## src/rtl/downstream_cancel_processor.sv

```systemverilog
`timescale 1ns/1ps
// downstream_cancel_processor: applies exchange cancel notifications to the client record RAM
// by read-modify-write, saturating accumulated_orders at zero and reporting the result.
module downstream_cancel_processor #(
    parameter int ID_W           = 5,
    parameter int TIMEOUT_CYCLES = 16
) (
    input  logic            clk,
    input  logic            HRESETn,
    input  logic            cancel_valid,
    output logic            cancel_ready,
    input  logic [ID_W-1:0] cancel_client_id,
    input  logic [15:0]     cancel_amount,
    output logic            mem_req_valid,
    output logic            mem_req_rw,
    output logic [ID_W-1:0] mem_req_index,
    output logic [31:0]     mem_req_data,
    input  logic            mem_res_ready,
    input  logic [31:0]     mem_res_data,
    output logic            ack_valid,
    output logic [ID_W-1:0] ack_client_id,
    output logic [15:0]     ack_accumulated,
    output logic            ack_underflow,
    output logic            ack_error,
    output logic            busy,
    output logic [15:0]     cancels_done
);
    localparam int CW = $clog2(TIMEOUT_CYCLES + 1);

    typedef enum logic [1:0] {IDLE, RD, WR, ACK} state_t;

    state_t          state_q, state_d;
    logic [ID_W-1:0] id_q, id_d, ack_id_q, ack_id_d;
    logic [15:0]     amt_q, amt_d, hi_q, hi_d, acc_q, acc_d, ack_acc_q, ack_acc_d;
    logic [15:0]     cancels_done_q, cancels_done_d;
    logic            und_q, und_d, ack_und_q, ack_und_d, ack_err_q, ack_err_d;
    logic [CW-1:0]   wait_q, wait_d;
    logic            timed_out;

    always_comb begin
        state_d        = state_q;
        id_d           = id_q;
        amt_d          = amt_q;
        hi_d           = hi_q;
        acc_d          = acc_q;
        und_d          = und_q;
        wait_d         = wait_q;
        ack_id_d       = ack_id_q;
        ack_acc_d      = ack_acc_q;
        ack_und_d      = ack_und_q;
        ack_err_d      = ack_err_q;
        cancels_done_d = cancels_done_q;
        timed_out      = !mem_res_ready && (wait_q == CW'(TIMEOUT_CYCLES - 1));
        case (state_q)
            IDLE: if (cancel_valid) begin
                id_d    = cancel_client_id;
                amt_d   = cancel_amount;
                wait_d  = '0;
                state_d = RD;
            end
            RD: if (mem_res_ready) begin
                hi_d    = mem_res_data[31:16];
                und_d   = amt_q > mem_res_data[15:0];
                acc_d   = und_d ? 16'd0 : mem_res_data[15:0] - amt_q;
                wait_d  = '0;
                state_d = WR;
            end else if (!timed_out) begin
                wait_d = wait_q + CW'(1);
            end
            WR: if (mem_res_ready) begin
                cancels_done_d = cancels_done_q + 16'd1;
                ack_id_d       = id_q;
                ack_acc_d      = acc_q;
                ack_und_d      = und_q;
                ack_err_d      = 1'b0;
                state_d        = ACK;
            end else if (!timed_out) begin
                wait_d = wait_q + CW'(1);
            end
            default: state_d = IDLE;
        endcase
        // A stalled RAM aborts the transaction: report an error without touching the counter.
        if ((state_q == RD || state_q == WR) && timed_out) begin
            ack_id_d  = id_q;
            ack_acc_d = 16'd0;
            ack_und_d = 1'b0;
            ack_err_d = 1'b1;
            state_d   = ACK;
        end
    end

    always_ff @(posedge clk or negedge HRESETn) begin
        if (!HRESETn) begin
            state_q        <= IDLE;
            id_q           <= '0;
            amt_q          <= '0;
            hi_q           <= '0;
            acc_q          <= '0;
            und_q          <= 1'b0;
            wait_q         <= '0;
            ack_id_q       <= '0;
            ack_acc_q      <= '0;
            ack_und_q      <= 1'b0;
            ack_err_q      <= 1'b0;
            cancels_done_q <= '0;
        end else begin
            state_q        <= state_d;
            id_q           <= id_d;
            amt_q          <= amt_d;
            hi_q           <= hi_d;
            acc_q          <= acc_d;
            und_q          <= und_d;
            wait_q         <= wait_d;
            ack_id_q       <= ack_id_d;
            ack_acc_q      <= ack_acc_d;
            ack_und_q      <= ack_und_d;
            ack_err_q      <= ack_err_d;
            cancels_done_q <= cancels_done_d;
        end
    end

    assign cancel_ready    = state_q == IDLE;
    assign mem_req_valid   = state_q == RD || state_q == WR;
    assign mem_req_rw      = state_q == WR;
    assign mem_req_index   = id_q;
    assign mem_req_data    = {hi_q, acc_q};
    assign ack_valid       = state_q == ACK;
    assign ack_client_id   = ack_id_q;
    assign ack_accumulated = ack_acc_q;
    assign ack_underflow   = ack_und_q;
    assign ack_error       = ack_err_q;
    assign busy            = state_q != IDLE;
    assign cancels_done    = cancels_done_q;

    a_onehot_rw: assert property (@(posedge clk) disable iff (!HRESETn)
        $onehot0({state_q == RD, state_q == WR}));
    a_req_busy: assert property (@(posedge clk) disable iff (!HRESETn)
        mem_req_valid |-> busy);
    a_req_stable: assert property (@(posedge clk) disable iff (!HRESETn)
        mem_req_valid && !mem_res_ready |=> !mem_req_valid || $stable({mem_req_rw, mem_req_index, mem_req_data}));
    a_ack_pulse: assert property (@(posedge clk) disable iff (!HRESETn)
        ack_valid |=> !ack_valid);
endmodule

```

## config.mk

```make
export PLATFORM = sky130hd
export DESIGN_NAME = downstream_cancel_processor
export DESIGN_NICKNAME = d
export VERILOG_FILES = /design/src/rtl/downstream_cancel_processor.sv
export SDC_FILE = /design/constraint.sdc
export NUM_CORES = 1
export LEC_CHECK = 0
export CAP_MARGIN = 15
export CELL_PAD_IN_SITES_DETAIL_PLACEMENT = 0
export CELL_PAD_IN_SITES_GLOBAL_PLACEMENT = 1
export CORE_MARGIN = 5
export CORE_UTILIZATION = 33
export DETAILED_ROUTE_END_ITERATION = 10
export PLACE_DENSITY_LB_ADDON = 0.1
export RECOVER_POWER = 100
export REMOVE_ABC_BUFFERS = 1
export SLEW_MARGIN = 0
export SYNTH_ARGS = -nofsm -noshare
export SYNTH_HDL_FRONTEND = slang
export SYNTH_SLANG_ARGS = --single-unit
```

## constraint.sdc

```tcl
create_clock -name clk -period 2.18 [get_ports clk]
set_input_delay 0.436 -clock clk [delete_from_list [all_inputs] [get_ports clk]]
set_output_delay 0.436 -clock clk [all_outputs]
set_load 0.01 [all_outputs]
```

Word-level counts from Yosys, hierarchy flattened
Index checks and enable logic that the tools add are counted.

word-level totals
  register bits after elaboration = 100
  input bits = 57
  output and inout port bits = 81
  logic and storage cells = 63

operators by class
  add/subtract/negate cells = 3
  magnitude comparators = 1
  equal/unequal tests = 9
  muxes and demuxes = 23
  reduce and logical (&&, ||, !) cells = 15

operator list
  cell                                                   count
  2-to-1 mux 16 bit                                      4
  2-to-1 mux 5 bit                                       7
  adder 16 x 1 -> 16 bit, second input constant          1
  > comparator 16 bit                                    1
  subtractor 16 bit                                      1
  one-hot mux 5 bit (3 select lines)                     1
  2-to-1 mux 2 bit                                       4
  AND reduction 2 bit                                    4
  2-to-1 mux 1 bit                                       6
  inequality test 3 x 2 -> 1 bit, second input constant  2
  one-hot mux 2 bit (3 select lines)                     1
  AND reduction 3 bit                                    2
  nonzero test 2 bit                                     3
  adder 5 x 1 -> 5 bit, second input constant            1
  == test 5 x 4 -> 1 bit, second input constant          1
  == test 2 bit, second input constant                   2
  inequality test 2 bit, second input constant           2
  inequality test 3 x 1 -> 1 bit, second input constant  1
  nonzero test 3 bit                                     1
  == test 2 x 1 -> 1 bit, second input constant          1
  logical AND 1 bit                                      2
  zero test 2 bit                                        1
  zero test 1 bit                                        1
  logical OR 1 bit                                       1

Longest topological paths before layout
Gate-level depths: netlist of run 1.

  depth after elaboration = 5
  gate-level depth with buffers = 10

Least setup slack after synthesis of run 1
No wires, ideal clock.

  kind = input-to-reg
  start = input port mem_res_data[0]
  end = register acc_q[13]
  library setup time = 0.069 ns
  arrival time = 2.380 ns
  required time = 2.111 ns
  path slack = -0.269 ns
  stages = 10
  cells stage by stage = inv_1 > ha_1 > fa_1 > and2b_1 > o31ai_1 > a21oi_2 > a31oi_1 > o21bai_2 > or4b_1 > nand3_1

on the way
  longest elaborated chain between the ends = 2
  elaborated cells between the ends (all ways) = 3
  those cells by class = add/sub: 1; order compare: 1; mux: 1

ends and longest elaborated chain
  item                                                             RTL line  source
  start, declared                                                  19        input logic [31:0] mem_res_data,
  subtractor 16 bit / > comparator 16 bit (equally long branches)  64, 63
  2-to-1 mux 16 bit (*)                                            64        acc_d = und_d ? 16'd0 : mem_res_data[15:0] - amt_q;
  end signal, assigned                                             98        acc_q <= '0;
  end signal, assigned                                             111       acc_q <= acc_d;
  end, declared                                                    34        logic [15:0] amt_q, amt_d, hi_q, hi_d, acc_q, acc_d, ack_acc_q, ack_acc_d;

Mark *: on every way between the ends. The rest lies on a longest branch, timed or not.
A chain may end at the register's enable or synchronous reset.

Final worst setup path of run 1
  start = input port mem_res_data[6]
  end = register acc_q[13]

Same word-level chain as after synthesis.

==> results of run 1 <==
==> worst max-delay path by stage <==
stage          depth (start not counted)               endpoint  slack, ns
2_1_floorplan                          6  acc_q[13]$_DFFE_PN0P_      -0.28
3_3_place_gp                          12   acc_q[1]$_DFFE_PN0P_      -0.80
3_5_place_dp                          12   acc_q[1]$_DFFE_PN0P_      -0.85
4_1_cts                                9  acc_q[13]$_DFFE_PN0P_      -0.24
5_1_grt                                9  acc_q[13]$_DFFE_PN0P_      -0.28
6_report                               8  acc_q[13]$_DFFE_PN0P_      -0.17
==> final cells by class <==
class | instances | area, µm² | share of cell area, %
clock inverters | 2 | 35.0 | 0.488
well taps | 184 | 230 | 3.20
inverters | 22 | 82.6 | 1.15
repair buffers | 193 | 1770 | 24.6
flip-flops and latches | 100 | 2500 | 34.8
clock buffers | 13 | 250 | 3.48
multi-input cells | 306 | 2320 | 32.3
==> synthesized netlist by cell type (2+ instances only) <==
cell type	n	area share, %
o31ai_1	6	0.94
nand3_1	10	1.0
mux2_2	42	9.8
and3_1	7	0.91
nor2_1	20	1.6
nor3_1	2	0.21
a2111oi_4	2	1.1
buf_1	2	0.16
clkbuf_1	11	0.86
or2_2	2	0.26
dfrtp_1	100	52
o21ai_0	14	1.5
xor2_1	10	1.8
ha_1	24	6.3
o21a_1	3	0.47
nand4_1	5	0.65
a211oi_1	2	0.31
and4_1	3	0.55
a21o_1	6	0.94
a31oi_1	2	0.26
nand2b_1	5	0.65
o41ai_1	3	0.55
nand2_1	72	5.6
xnor2_1	17	3.1
a21oi_1	32	3.3
inv_1	22	1.7
==> per-layer routing <==
metal  GRT usage, %  vias to the layer above  wire length [µm]
met1           19.4                     1784              5530
met2           23.3                       99              5680
li1               -                     1898                 -
met4           5.08                        0               177
met5              0                        -                 0
met3           2.60                       12               672
==> cells in the final DEF (no fill, tap or decap), types with 4 or more instances in the layout <==
master           count
a21o_1               6
and3_1               7
nand2b_1             5
nor2_1              19
nand2_1             71
a21oi_2              4
a21oi_1             29
xor2_1              10
clkbuf_16            9
dfrtp_1            100
buf_4               41
nand3_1              7
dlygate4sd3_1       76
o21ai_0              5
dlygate4sd2_1        4
xnor2_1             16
mux2_2              42
clkdlybuf4s50_1     55
ha_1                22
clkbuf_1             6
nand4_1              5
o21ai_1              7
inv_1               22
clkbuf_2             7
==> cell families after synthesis <==
family	count (synthesis)
and+or+nand+nor	133
buffers and inverters	35
adders and majority gates	25
DFF	100
muxes	43
xor gates and xnor gates	27
AOI/OAI and AO/OA	78
==> metrics by stage <==
stage / TNS (ns) / hold slack [ns] / cell area, µm²
after floorplan: -1.92 / 0.140 / 4750
after CTS: -2.22 / 0.0544 / 7240
after global routing: -2.61 / 0.265 / 7180
after detailed placement: -13.48 / 0.426 / 6780
after global placement: -12.75 / 0.419 / 6780
final: -0.764 / 0.193 / 7180
==> flip-flops by register name, indices dropped and copies added (netlist names), 2 cells and up <==
name	count
state_q	2
cancels_done	16
hi_q	16
wait_q	5
ack_accumulated	16
acc_q	16
ack_client_id	5
amt_q	16
mem_req_index	5
==> report_power, final <==
| part | switching (mW) | total (mW) | internal [mW] |
|---|---|---|---|
| Combinational | 2.36 | 5.12 | 2.76 |
| Clock | 0.667 | 1.58 | 0.916 |
| Sequential | 0.465 | 3.07 | 2.61 |
| Total | 3.49 | 9.77 | 6.28 |
==> repair_timing <==
action,in CTS,in global routing
setup buffers,5,1
cloned,0,0
gates resized for setup,40,7
setup endpoints to repair,19,19
hold endpoints to repair,0,0
pin swaps,25,12
==> metrics.csv, run 1 <==
stage,metric,value,unit
outcome,status,finished with violations,
outcome,violations,setup timing,
flow_run,drv_cap,0,
route,ant_nets,0,
synthesis,synth_top_family_by_area,simple AND/OR/NAND/NOR gates,
cts,numCtsBuffers,9,
route,post-route-drc-count,0,
synthesis,synth_cell_type_count,43,
grt,first_global_vias,3814,
floorplanning,num_rows,44,
route,vias_per_cell,4.63,
critical_path,crit_chain,"clkdlybuf4s50_1, ha_1, a21o_1, or4_4, and3_4, a2111oi_4, or4b_4, nand3_2",
floorplanning,initial_core_util,33.3,%
synthesis,synth_xor_area_share,4.92,%
synthesis,netlist_area,4800,µm²
floorplanning,die-width,131,µm
sta,slew_headroom,39.7,%
power_and_ir_drop,power.leakage,3.39,nW
layout,drive_gt1_share,22.5,%
sta,finalCritPeriodShare,108,%
critical_path,r2r_cells,9,
synthesis,yosysWarningCount,0,
placement,place_ws,-0.847,ns
grt,grt_usage,14.4,%
worst_hold_path,worstHoldPathType,in2async,
floorplanning,die_y,131,µm
synthesis,synthFlopType,dfrtp_1,
synthesis,ys_ff_latch,100,
sta,drv_slew,0,
synthesis,synth-edff-count,0,
synthesis,synth-compound-area-share,10.7,%
critical_path,critical-path-max-stage-delay,0.51,ns
cts,hold_buffers,0,
route,wl_per_cell,14.7,µm
synthesis,synthAdderAreaFrac,6.67,%
grt,grt_max_degree,43,
layout,diodes,0,
critical_path,regToRegSetupSlack,-0.14,ns
cts,clk_pin_slew,0.07,ns
sta,hold_viol,0,
critical_path,cp-startpoint,mem_res_data[6],
grt,grt_pass1_wl,19.3,mm
layout,nNetsFinal,714,
critical_path,path_max_fanout,3,
power_and_ir_drop,irDropWorstVdd,0.480,mV
sta,clock.fmax,426,MHz
synthesis,syn_avg_cell_area,10.9,µm²
critical_path,cp-end-kind,flip-flop,
synthesis,seq_area_frac_synth,52.1,%
sta,fin_crit,2.35,ns
floorplanning,design.core.area,14400,µm²
floorplanning,die-area,17100,µm²
placement,dp_hpwl,9.15,mm
power_and_ir_drop,cellPowerDensity,1360,nW/µm²
cts,cts_tree,done,
cts,root_buffer,clkbuf_16,
power_and_ir_drop,power,9.77,mW
critical_path,worst_setup_path_start_kind,input port,
layout,postLayoutCoreUtil,49.8,%
sta,tightest_slew,0.904,ns
route,num_vias,3793,
critical_path,path_class,in2reg,
critical_path,r2r_start,amt_q[0]$_DFFE_PN0P_,
route,drt_wl_total,12.1,mm
cts,clk_latency,0.34,ns
layout,areaGrowthSynthToFinish,49.6,%
sta,setup_viol,12,
floorplanning,io_pins,138,
route,drt_iter0_drc,169,
synthesis,syn-instance-count,441,
critical_path,crit_slowest_cell,or4_4,
critical_path,cp_top_family,simple AND/OR/NAND/NOR gates,
cts,cts_buffer_depth,2,
critical_path,r2r-end,acc_q[13]$_DFFE_PN0P_,
layout,final_cells,820,
synthesis,synthMuxAreaShare,10.1,%
grt,grt-ovfl-total,0,
placement,portBuffers,137,
critical_path,worstPathRequired,2.41,ns
sta,worst_slack,-0.165,ns
cts,clock_sinks,100,
critical_path,worstPathArrival,2.57,ns
sta,finClkSkew,0.00840,ns
route,first_pass_iters,4,
critical_path,critPathBufInv,1,
synthesis,synth-simple-area-share,12.8,%
sta,rsz0062_at_grt,true,
placement,place.gp.congestion,0.802,
grt,antenna_found_initial,0,
layout,fillers,1343,
cts,htreeDepth,3,
placement,place_inst,801,
synthesis,synth-async-reset-ratio,100,%
Power figures use the tool's default switching activity.
==> run 2, diff against run 1 <==
PLACE_DENSITY = 0.87   (was not set)
PLACE_DENSITY_LB_ADDON = not set   (was 0.1)
==> run 2 against run 1 <==
  * The run still ends with setup timing left
  * First-iteration DRC count down 18%
  * Sequential power about the same
  * Critical endpoint unchanged
  * Combinational power increased by 4.5%
  * Highest routed layer unchanged
  * Largest power group unchanged
  * Utilization up 0.68 points
  * Sequential share of layout area fell by 0.47 points
  * Via count increased by 3.0%
  * Sequential cell count is the same
  * Power grew 2.9%
  * Clock power up 3%
==> metrics.csv, run 2 (synthesis gave the netlist of run 1 again) <==
stage,metric,value,unit,change
outcome,status,finished with violations,,
outcome,violations,setup timing,,
power_and_ir_drop,power.leakage,3.43,nW,+1.3%
layout,drive_gt1_share,23.6,%,+1.2 points
floorplanning,design.core.area,14400,µm²,unchanged
sta,rsz0062_at_grt,true,,
critical_path,regToRegSetupSlack,-0.20,ns,-0.06 ns
power_and_ir_drop,comb_power_share,53.3,%,+0.9 points
cts,cts_buffer_depth,2,,unchanged
grt,first_global_vias,4224,,+11%
power_and_ir_drop,intPower,6.42,mW,+2.3%
critical_path,r2r_cells,9,,unchanged
critical_path,path_max_fanout,3,,unchanged
critical_path,crit_slowest_cell,or4_4,,
layout,fin_area,7280,µm²,+1.4%
critical_path,worst_setup_path_start_kind,flip-flop,,
sta,hold_viol,0,,unchanged
cts,htreeDepth,3,,unchanged
critical_path,critPathBufInv,1,,unchanged
power_and_ir_drop,seq_power_share,30.6,%,-0.8 points
critical_path,worstPathArrival,2.59,ns,+0.02 ns
floorplanning,die-width,131,µm,unchanged
power_and_ir_drop,p_sw_share,36.1,%,+0.35 points
power_and_ir_drop,clockPowerShare,16.2,%,about the same
cts,numCtsBuffers,9,,unchanged
layout,areaGrowthSynthToFinish,51.6,%,
route,post-route-drc-count,0,,unchanged
sta,finClkSkew,0.00882,ns,+0.000414 ns
cts,clock_sinks,100,,unchanged
sta,tightest_slew,1.11,ns,+0.202 ns
layout,layout_commonest_cell,dfrtp_1,,
sta,finalCritPeriodShare,109,%,+1.5 points
placement,place_area,6770,µm²,-0.22%
placement,place.gp.congestion,0.862,,+7.5%
layout,nNetsFinal,720,,+0.84%
critical_path,crit_chain,"inv_1, ha_1, nand2b_1, a21oi_1, or4_4, and3_4, a2111oi_4, or4b_1, nand3_1",,
flow_run,drv_cap,0,,unchanged
sta,fin_crit,2.38,ns,+0.0330 ns
critical_path,r2r-end,acc_q[13]$_DFFE_PN0P_,,
layout,diodes,0,,unchanged
route,wl_per_cell,14.9,µm,+1.6%
cts,cts_tree,done,,
route,vias_per_cell,4.72,,+2.1%
sta,clock.fmax,420,MHz,-1.4%
route,ant_nets,0,,unchanged
critical_path,cp_top_family,simple AND/OR/NAND/NOR gates,,
power_and_ir_drop,power.switching,3.62,mW,+3.9%
sta,slew_headroom,26.3,%,-13 points
grt,grt_max_degree,46,,+7.0%
cts,clk_pin_slew,0.07,ns,about the same
critical_path,critical-path-max-stage-delay,0.45,ns,-0.06 ns
placement,dp_hpwl,9.53,mm,+4.1%
grt,antenna_found_initial,0,,unchanged
floorplanning,num_rows,44,,unchanged
route,drt_iter0_drc,139,,-18%
cts,root_buffer,clkbuf_16,,
sta,worst_slack,-0.198,ns,-0.0330 ns
sta,setup_viol,15,,+3
critical_path,cp-end-kind,flip-flop,,
critical_path,path_class,reg2reg,,
floorplanning,die-area,17100,µm²,unchanged
grt,grt-ovfl-total,0,,unchanged
floorplanning,die_y,131,µm,unchanged
worst_hold_path,worstHoldPathType,in2async,,
cts,clk_latency,0.34,ns,about the same
placement,place_ws,-0.781,ns,+0.0657 ns
critical_path,r2r_start,amt_q[1]$_DFFE_PN0P_,,
critical_path,worstPathRequired,2.40,ns,about the same
route,num_vias,3906,,+3.0%
sta,drv_slew,0,,unchanged
power_and_ir_drop,irDropWorstVdd,0.516,mV,+7.5%
power_and_ir_drop,cellPowerDensity,1380,nW/µm²,+1.5%
placement,portBuffers,137,,unchanged
layout,layout_common_cells,"100 x dfrtp_1, 76 x dlygate4sd3_1, 72 x nand2_1",,
floorplanning,io_pins,138,,unchanged
grt,grt_pass1_wl,20.7,mm,+7.7%
grt,grt_usage,15.3,%,+0.92 points
route,drt_wl_total,12.4,mm,+2.4%
floorplanning,initial_core_util,33.3,%,unchanged
route,first_pass_iters,4,,unchanged
-- run 2: worst max path at each step --
| stage | from | endpoint | depth (start not counted) |
|---|---|---|---|
| 3_5_place_dp | mem_res_data[0] | acc_q[7]$_DFFE_PN0P_ | 11 |
| 4_1_cts | amt_q[0]$_DFFE_PN0P_ | acc_q[13]$_DFFE_PN0P_ | 9 |
| 3_3_place_gp | mem_res_data[0] | acc_q[13]$_DFFE_PN0P_ | 11 |
| 5_1_grt | amt_q[0]$_DFFE_PN0P_ | acc_q[13]$_DFFE_PN0P_ | 9 |
| 6_report | amt_q[1]$_DFFE_PN0P_ | acc_q[13]$_DFFE_PN0P_ | 9 |
| 2_1_floorplan | state_q[1]$_DFFE_PN0P_ | acc_q[13]$_DFFE_PN0P_ | 6 |
-- run 2: what timing repair did --
action,4_1_cts,5_1_grt
endpoints found under the setup margin,18,19
pin swaps,25,22
resized for setup,39,16
hold buffers,0,0
buffers inserted,10,2
-- run 2: cell type report --
cell class,count,area (µm²)
well taps,184,230
clock buffers,12,256
fillers,1294,7140
inverters,22,82.6
repair buffers,199,1820
clock inverters,4,47.5
flip-flops and latches,100,2500
multi-input cells,306,2340
-- run 2: through the flow --
step                      setup TNS, ns  total power, mW  hold WS, ns  cells  util [%]
final                             -1.57             10.0        0.283    827      50.5
after global routing              -3.21             10.8        0.393    827      50.5
after CTS                         -1.89             10.3        0.102    827      50.5
after detailed placement         -11.87             8.23        0.463    801      46.9
after global placement           -10.33             8.06        0.459    801      46.9
after floorplan                   -1.92             5.62        0.140    428         -
-- run 2: power by group through the flow --
stage / logic (mW) / registers, mW / clock network [mW]
final: 5.35 / 3.07 / 1.62
after global routing: 5.88 / 3.18 / 1.76
after CTS: 5.52 / 3.11 / 1.69
after detailed placement: 5.08 / 3.15 / 0
after global placement: 4.97 / 3.10 / 0
after floorplan: 2.32 / 3.30 / 0
-- run 2: metal layers --
metal / vias up / global-route usage [%] / share of wire, %
met2: 80 / 25.9 / 52
met4: 0 / 7.26 / 2.6
li1: 1919 / - / -
met5: - / 0 / 0
met1: 1886 / 19.2 / 42
met3: 21 / 2.48 / 3.7
==> run 3, diff against run 2 <==
--- a/config.mk
+++ b/config.mk
@@ -15,4 +15,5 @@
 export RECOVER_POWER = 100
 export REMOVE_ABC_BUFFERS = 1
+export SKIP_LAST_GASP = 1
 export SLEW_MARGIN = 0
 export SYNTH_ARGS = -nofsm -noshare
==> constraint.sdc (replaced) <==
create_clock -name clk -period 2.18 [get_ports clk]
set_input_delay 0.218 -clock clk [delete_from_list [all_inputs] [get_ports clk]]
set_output_delay 0.218 -clock clk [all_outputs]
set_load 0.01 [all_outputs]
==> run 3 against run 2 <==
  * The flow still finishes with violations (setup timing)
  * Worst setup slack better by 0.10 ns
  * Clock-buffer cell count did not move
  * Non-clock buffer count is 12 lower
  * Sequential share of layout area rose by 0.95 points
  * Worst hold slack improved by 0.20 ns
  * Register-to-register slack better by 0.11 ns
  * Cell count is 1.5% lower
  * Die area unchanged
==> metrics.csv, run 3 (synthesis gave the netlist of run 1 again) <==
stage,metric,value,unit,change
outcome,status,finished with violations,,
outcome,violations,setup timing,,
route,vias_per_cell,4.76,,+0.69%
cts,clock_sinks,100,,unchanged
route,post-route-drc-count,0,,unchanged
cts,clk_latency,0.34,ns,about the same
route,num_vias,3876,,-0.77%
route,drt_wl_total,12.3,mm,-0.65%
floorplanning,io_pins,138,,unchanged
sta,finalCritPeriodShare,104,%,-4.6 points
critical_path,path_class,in2reg,,
placement,dp_hpwl,9.72,mm,+2.0%
sta,clock.fmax,439,MHz,+4.4%
layout,nNetsFinal,708,,-1.7%
critical_path,worst_setup_path_start_kind,input port,,
floorplanning,die-width,131,µm,unchanged
sta,rsz0062_at_grt,true,,
layout,fin_area,7090,µm²,-2.7%
power_and_ir_drop,power.leakage,3.32,nW,-3.1%
power_and_ir_drop,irDropWorstVdd,0.491,mV,-4.8%
sta,worst_slack,-0.0972,ns,+0.101 ns
sta,drv_slew,0,,unchanged
cts,numCtsBuffers,9,,unchanged
critical_path,r2r_start,amt_q[0]$_DFFE_PN0P_,,
flow_run,drv_cap,0,,unchanged
critical_path,worstPathRequired,2.46,ns,+0.06 ns
grt,antenna_found_initial,0,,unchanged
layout,final_cells,815,,-1.5%
critical_path,cp-end-kind,flip-flop,,
placement,place_ws,-0.556,ns,+0.225 ns
layout,postLayoutCoreUtil,49.1,%,-1.4 points
grt,grt_usage,14.9,%,-0.38 points
placement,place_area,6710,µm²,-0.89%
grt,grt_pass1_wl,20.1,mm,-3.1%
route,wl_per_cell,15.1,µm,+0.82%
cts,cts_tree,done,,
grt,grt-ovfl-total,0,,unchanged
route,drt_iter0_drc,145,,+4.3%
layout,fillers,1342,,+3.7%
placement,place.gp.congestion,0.842,,-2.3%
layout,diodes,0,,unchanged
sta,tightest_slew,0.803,ns,-0.302 ns
sta,slew_headroom,46.4,%,+20 points
cts,root_buffer,clkbuf_16,,
sta,setup_viol,8,,-7
cts,cts_buffer_depth,2,,unchanged
layout,areaGrowthSynthToFinish,47.5,%,
critical_path,r2r_cells,9,,unchanged
placement,portBuffers,137,,unchanged
placement,place_inst,793,,-1.0%
critical_path,regToRegSetupSlack,-0.09,ns,+0.11 ns
floorplanning,initial_core_util,33.3,%,unchanged
critical_path,r2r-end,acc_q[13]$_DFFE_PN0P_,,
power_and_ir_drop,cellPowerDensity,1350,nW/µm²,-2.0%
sta,fin_crit,2.28,ns,-0.101 ns
layout,drive_gt1_share,20.6,%,-3.0 points
floorplanning,design.core.area,14400,µm²,unchanged
floorplanning,die-area,17100,µm²,unchanged
critical_path,path_max_fanout,3,,unchanged
critical_path,worstPathArrival,2.56,ns,-0.03 ns
grt,grt_max_degree,43,,-6.5%
route,ant_nets,0,,unchanged
cts,htreeDepth,3,,unchanged
layout,layout_commonest_cell,dfrtp_1,,
sta,finClkSkew,0.00628,ns,-0.00254 ns
worst_hold_path,worstHoldPathType,in2async,,
layout,layout_common_cells,"100 x dfrtp_1, 81 x dlygate4sd3_1, 72 x nand2_1",,
sta,hold_viol,0,,unchanged
route,first_pass_iters,4,,unchanged
cts,clk_pin_slew,0.07,ns,about the same
grt,first_global_vias,4111,,-2.7%
floorplanning,num_rows,44,,unchanged
floorplanning,die_y,131,µm,unchanged
==> run 3: routing by layer <==
layer | share of wire, % | wire [µm] | track usage, %
met3 | 4.2 | 512 | 2.72
met1 | 41 | 5090 | 18.3
met2 | 50 | 6160 | 24.8
met4 | 4.2 | 520 | 8.47
met5 | 0 | 0 | 0
==> run 3: worst max path at each step <==
stage                                       from  depth (start not counted)  slack [ns]                     to
final                            mem_res_data[0]                         11        -0.1  acc_q[13]$_DFFE_PN0P_
after global routing        amt_q[0]$_DFFE_PN0P_                          9       -0.17  acc_q[13]$_DFFE_PN0P_
after CTS                   amt_q[0]$_DFFE_PN0P_                          9       -0.13  acc_q[13]$_DFFE_PN0P_
after detailed placement         mem_res_data[0]                         11       -0.56  acc_q[13]$_DFFE_PN0P_
after global placement           mem_res_data[0]                         11       -0.49  acc_q[13]$_DFFE_PN0P_
after floorplan           state_q[1]$_DFFE_PN0P_                          6       -0.28  acc_q[13]$_DFFE_PN0P_
==> run 3: cell type report <==
type	instances	area, µm²	share of cell area [%]
clock buffer	12	256	3.62
clock inverter	4	23.8	0.336
inverter	22	82.6	1.17
multi-input combinational	306	2270	32.0
sequential	100	2500	35.3
tap	184	230	3.25
timing repair buffer	187	1720	24.3
==> run 3: power by group <==
group          leakage (nW)  switching, mW  internal, mW  total (mW)
combinational          1.91           2.35          2.65        5.01
sequential             1.27          0.458          2.61        3.06
clock                 0.142          0.677         0.833        1.51
total                  3.32           3.49          6.09        9.58
==> run 3: timing repair <==
item / CTS / global route
endpoints found under the setup margin: 16 / 16
buffers inserted: 4 / 1
pin swaps: 15 / 5
gates resized for setup: 20 / 5
hold buffers: 1 / 0
endpoints found under the hold margin: 26 / 0
==> run 3: stage by stage <==
step	hold slack, ns	power, mW	TNS, ns
after floorplan	-0.0776	5.62	-0.543
after global placement	0.179	7.99	-6.80
after detailed placement	0.188	8.17	-8.00
after CTS	0.361	9.97	-0.825
after global routing	0.475	10.3	-1.68
final	0.479	9.58	-0.300
==> run 3: critical path: stages <==
cell	delay, ns
clkdlybuf4s50_1	0.45
inv_1	0.05
ha_2	0.18
fa_2	0.33
and2b_1	0.22
o31ai_2	0.08
a21oi_2	0.20
a31oi_4	0.13
o21bai_2	0.16
or4b_1	0.44
nand3_1	0.08
